## src/rtl/vmem_pkg.sv

```systemverilog
// Shared constants and types for the vector-memory write-port arbiter.
package vmem_pkg;

  localparam int VMEM_NREQ   = 5;
  localparam int VMEM_REQ_VS = VMEM_NREQ - 1;

  typedef logic [2:0] vmem_req_idx_t;

  typedef enum logic {
    IDLE  = 1'b0,
    BURST = 1'b1
  } vmem_arb_state_t;

endpackage

```

## src/rtl/vmem_rr_pick.sv

```systemverilog
// Rotate-priority picker: first set req bit at or after rr_ptr, wrapping at NREQ.
// Purely combinational; no backpressure.
module vmem_rr_pick
  import vmem_pkg::*;
#(
  parameter int NREQ  = VMEM_NREQ,
  parameter int SEL_W = 3
) (
  input  logic [NREQ-1:0]  req,
  input  logic [SEL_W-1:0] rr_ptr,
  output logic [NREQ-1:0]  gnt,
  output logic [SEL_W-1:0] idx
);

  localparam logic [SEL_W:0] NREQ_W = (SEL_W+1)'(NREQ);

  logic [SEL_W:0] cand;
  logic           found;

  always_comb begin
    gnt   = '0;
    idx   = '0;
    found = 1'b0;
    cand  = '0;
    for (int k = 0; k < NREQ; k++) begin
      // rr_ptr < NREQ, so one conditional subtract implements the wrap
      cand = {1'b0, rr_ptr} + (SEL_W+1)'(k);
      if (cand >= NREQ_W) cand = cand - NREQ_W;
      if (!found && req[cand]) begin
        found     = 1'b1;
        gnt[cand] = 1'b1;
        idx       = cand[SEL_W-1:0];
      end
    end
  end

endmodule

```

## src/rtl/vmem_wr_arb.sv

```systemverilog
// Round-robin burst arbiter for the vmem write port; grant one cycle after IDLE req, beats pass through m_valid/m_ready.
// Grant held across m_ready or req stalls; VMEM_ARB_VS_PRIO_EN gives the vector store fixed priority.
module vmem_wr_arb
  import vmem_pkg::*;
#(
  parameter int NREQ      = VMEM_NREQ,
  parameter int SEL_W     = 3,
  parameter int BURST_MAX = 16
) (
  input  logic             clk,
  input  logic             reset,
  input  logic [NREQ-1:0]  req,
  input  logic [NREQ-1:0]  last,
  output logic [NREQ-1:0]  ack,
  output logic [NREQ-1:0]  gnt,
  output logic             m_valid,
  input  logic             m_ready,
  output logic [SEL_W-1:0] m_sel,
  output logic             m_last,
  output logic             busy
);

  localparam logic [7:0]       BEAT_LAST = 8'(BURST_MAX - 1);
  localparam logic [SEL_W-1:0] LAST_IDX  = SEL_W'(NREQ - 1);

  vmem_arb_state_t  state_q, state_d;
  logic [NREQ-1:0]  gnt_q, gnt_d;
  logic [SEL_W-1:0] sel_q, sel_d;
  logic [SEL_W-1:0] rr_ptr_q, rr_ptr_d;
  logic [7:0]       beat_cnt_q, beat_cnt_d;

  logic [NREQ-1:0]  pick_gnt, arb_gnt;
  logic [SEL_W-1:0] pick_idx, arb_idx, next_ptr;
  logic             xfer, at_limit, burst_end;

  vmem_rr_pick #(
    .NREQ  (NREQ),
    .SEL_W (SEL_W)
  ) u_pick (
    .req    (req),
    .rr_ptr (rr_ptr_q),
    .gnt    (pick_gnt),
    .idx    (pick_idx)
  );

  always_comb begin
    arb_gnt  = pick_gnt;
    arb_idx  = pick_idx;
    next_ptr = (sel_q == LAST_IDX) ? '0 : sel_q + 1'b1;
`ifdef VMEM_ARB_VS_PRIO_EN
    if (req[NREQ-1]) begin
      arb_gnt           = '0;
      arb_gnt[NREQ-1]   = 1'b1;
      arb_idx           = LAST_IDX;
    end
    // vector-store bursts leave the idma rotation where it was
    if (sel_q == LAST_IDX) next_ptr = rr_ptr_q;
`endif
  end

  assign busy      = (state_q == BURST);
  assign m_valid   = busy & req[sel_q];
  assign xfer      = m_valid & m_ready;
  assign at_limit  = (beat_cnt_q == BEAT_LAST);
  assign m_last    = m_valid & (last[sel_q] | at_limit);
  assign burst_end = xfer & (last[sel_q] | at_limit);
  assign ack       = gnt_q & {NREQ{xfer}};
  assign gnt       = gnt_q;
  assign m_sel     = sel_q;

  always_comb begin
    state_d    = state_q;
    gnt_d      = gnt_q;
    sel_d      = sel_q;
    rr_ptr_d   = rr_ptr_q;
    beat_cnt_d = beat_cnt_q;
    case (state_q)
      IDLE: begin
        if (|req) begin
          state_d    = BURST;
          gnt_d      = arb_gnt;
          sel_d      = arb_idx;
          beat_cnt_d = '0;
        end
      end
      BURST: begin
        if (burst_end) begin
          state_d    = IDLE;
          gnt_d      = '0;
          beat_cnt_d = '0;
          rr_ptr_d   = next_ptr;
        end else if (xfer) begin
          beat_cnt_d = beat_cnt_q + 8'd1;
        end
      end
      default: state_d = IDLE;
    endcase
  end

  always_ff @(posedge clk) begin
    if (reset) begin
      state_q    <= IDLE;
      gnt_q      <= '0;
      sel_q      <= '0;
      rr_ptr_q   <= '0;
      beat_cnt_q <= '0;
    end else begin
      state_q    <= state_d;
      gnt_q      <= gnt_d;
      sel_q      <= sel_d;
      rr_ptr_q   <= rr_ptr_d;
      beat_cnt_q <= beat_cnt_d;
    end
  end

endmodule

```

## config.mk

```make
export PLATFORM = sky130hd
export DESIGN_NAME = vmem_wr_arb
export DESIGN_NICKNAME = d
export VERILOG_FILES = /design/src/rtl/vmem_pkg.sv /design/src/rtl/vmem_rr_pick.sv /design/src/rtl/vmem_wr_arb.sv
export SDC_FILE = /design/constraint.sdc
export NUM_CORES = 1
export LEC_CHECK = 0
export CAP_MARGIN = 25
export CORE_AREA = 2 2 72 74
export DETAILED_ROUTE_END_ITERATION = 7
export DIE_AREA = 0 0 74 76
export GPL_ROUTABILITY_DRIVEN = 0
export HOLD_SLACK_MARGIN = 0.08
export PLACE_DENSITY = 0.85
export SYNTH_ARGS = -nofsm -noshare
export SYNTH_HDL_FRONTEND = slang
export SYNTH_SLANG_ARGS = --single-unit
export TNS_END_PERCENT = 20
```

## constraint.sdc

```tcl
create_clock -name clk -period 5.4 [get_ports clk]
set_input_delay 0.81 -clock clk [delete_from_list [all_inputs] [get_ports clk]]
set_output_delay 0.81 -clock clk [all_outputs]
set_load 0.02 [all_outputs]
```

==> impl_metrics.csv <==
group,metric,value,unit
floorplan,rows,26,
clocking,h-tree-depth,1,
pwr,finalPower,699,uW
timing,slew_viol_final,0,
yosys,ys.flop_type,"dfxtp_1",
layout,seqCellArea,400,sq um
timing,hold_viol,0,
grt,overflow,0,
grt,grt_pass1_vias,2876,
min_path,whs_path_depth,2,
timing,fin_crit_sh,0.817,
clocking,clkLatencyLatePin,0.27,ns
layout,nets,427,
placed_design,place_area,2990,sq um
critical_path,rrSetupSlack,0.99,ns
pwr,peakVddDrop,127,uV
layout,fin_area,3060,sq um
layout,antenna_cells,0,
critical_path,reg2reg_from,"rr_ptr_q[1]",
critical_path,startpoint_type,"register",
yosys,synthMostInstantiatedCell,"nor2_1",
critical_path,arrival,4.62,ns
timing,fin_setup_tns,0,ns
timing,fmax,0.227,GHz
layout,drive_gt1_frac,0.0528,
clocking,clkTransAtPathRegs,0.08,ns
yosys,ys_types,69,
floorplan,die-area,5620,sq um
yosys,avgSynthCellArea,6.99,sq um
floorplan,fp.dieH,76,um
grt,use_met2,0.467,
yosys,synth_cells,384,
yosys,seq_area_frac_synth,0.149,
drt,drtAntennaViolNets,0,
grt,grt_max_degree,48,
yosys,syn_nets,412,
yosys,yosysWarnings,0,
yosys,synth-seq-cells,20,
clocking,cts-root-buf,"clkbuf_8",
yosys,synth_edf_count,0,
critical_path,critPathRequiredTime,5.60,ns
yosys,synth_top_area_frac,0.149,
timing,relSlewSlack,0.346,
clocking,hold_buffers,0,
timing,rsz0062_at_grt,"false",
yosys,ys_async_sr_fraction,0,
drt,first_pass_iters,5,
timing,fin_crit,4.41,ns
timing,final-setup-viol-count,0,
placed_design,numPortBuffers,28,
timing,max_slew.worst_pin.slew,0.980,ns
grt,globalRouteMet3Util,0.0423,
floorplan,io_pins,29,
drt,drt_iter0_markers,377,
drt,via_count,3170,
drt,wirelength,8310,um
critical_path,worstPathMaxFanout,11,
min_path,holdCritStartpoint,"gnt[2]",
critical_path,crit_type,"register to register",
yosys,ys_top_cells_by_area,"dfxtp_1 15%, ha_1 6.5%, nor2_1 6.3%",
min_path,hp-class,"register to register",
floorplan,fp.dieW,74,um
grt,grtUsageTotal,0.302,
floorplan,coreArea,4910,sq um
yosys,synth_area,2680,sq um
layout,area_growth,14.2,%
critical_path,endpoint_kind,"register",
clocking,cts_buffer_depth,2,
layout,multi_input_area,2130,sq um
min_path,min_to,"gnt[2]",
clocking,cts_buffers,3,
drt,post-route-drc-count,0,
grt,grt_pass1_wl,13600,um
yosys,synth.largest_area_cell,"dfxtp_1",
critical_path,r2r_end,"gnt[0]",
layout,fillers,456,
placed_design,dpl.hpwl,6120,um
drt,wire_per_inst,17.8,um
floorplan,initial_core_util,0.546,
clocking,cts_tree,"done",
grt,antenna_found_initial,0,
grt,top_usage_layer,"met2",
clocking,cts_setup_buffers,0,
pwr,power_density,228,nW/um^2
clocking,cts.sinks,20,
drt,vias_per_cell,6.77,
flow_run,maxCapViolations,0,
status,outcome,"finished clean",
pwr,p_leak,0.00117,uW
clocking,ctsResizeCount,0,
grt,grtUsageMet1,0.404,
critical_path,reg2regPathDepth,12,
timing,skew,0.00136,ns
yosys,synth_common_cells,"45 x nor2_1, 36 x nand2_1, 24 x a21oi_1, 20 x dfxtp_1, 18 x o21ai_0",
power breakdown:
part,total (uW),switching (uW),leakage [uW],internal (uW)
registers,178,19.2,0.000163,158
logic,365,224,0.000967,142
clock network,156,56.9,0.0000357,99.2
total,699,300,0.00117,399
metrics by stage:
stage,worst slack [ns],util,hold slack [ns],instances
2_1_floorplan,1.41,-,0.471,384
3_3_place_gp,1.19,0.609,0.487,464
3_5_place_dp,1.10,0.609,0.502,464
4_1_cts,1.06,0.624,0.520,468
5_1_grt,0.720,0.624,0.560,468
6_report,0.988,0.624,0.516,468
flip-flops by register name, summed over array words and instances, names as in the netlist:
register and flops:
rr_ptr_q 3, gnt 5, busy 1, beat_cnt_q 8
m_sel 3
per-layer routing:
layer  vias up  wire length [um]
met5         -                 0
met4         0               395
met3        38               797
met2       195              3790
met1      1476              3330
li1       1461                 -
placed cells by master, fill, tap and decap left out, types with 10 or more instances in the layout:
cell type	synthesis	final
nand3_1	13	13
ha_1	14	14
nand2_1	36	36
nor3_1	16	16
inv_1	16	16
a211oi_1	10	10
a21oi_1	24	24
clkdlybuf4s50_1	0	28
dfxtp_1	20	20
o21ai_0	18	18
nor2_1	45	45
cells by family after synthesis:
logic type / count (synthesis) / synth area share
AO/OA/AOI/OAI: 124 / 0.325
adder cells (fa/ha/maj): 15 / 0.0728
buffers and inverters: 40 / 0.0583
flip-flops: 20 / 0.149
multiplexers: 13 / 0.0597
XOR/XNOR: 14 / 0.0457
AND/OR/NAND/NOR: 158 / 0.289
worst max-delay path by stage:
stage	cells past startpoint	start	to	slack, ns
2_1_floorplan	14	rr_ptr_q[0]	gnt[0]	1.41
3_3_place_gp	12	rr_ptr_q[1]	gnt[0]	1.19
3_5_place_dp	12	rr_ptr_q[1]	gnt[0]	1.10
4_1_cts	12	rr_ptr_q[1]	gnt[0]	1.06
5_1_grt	10	rr_ptr_q[1]	m_sel[2]	0.72
6_report	12	rr_ptr_q[1]	gnt[0]	0.99
worst max-delay path, cell delays in order (launching register included):
cell and delay, ns:
dfxtp_1 0.69, inv_2 0.26, ha_1 0.31, inv_1 0.07, ha_1 0.28, a21o_4 0.16
mux2i_2 0.44, mux2i_1 0.33, nand3_1 0.15, a2111o_1 0.59, or3_1 0.42, or4_1 0.51
a31oi_1 0.13
final cells by class:
class                   count  area share
well taps                  70      0.0286
clock inverters             1     0.00980
clock buffers               3      0.0135
repair buffers             32       0.101
multi-input cells         324       0.694
flip-flops and latches     20       0.131
inverters                  18      0.0221
Power figures use the tool's default switching activity.
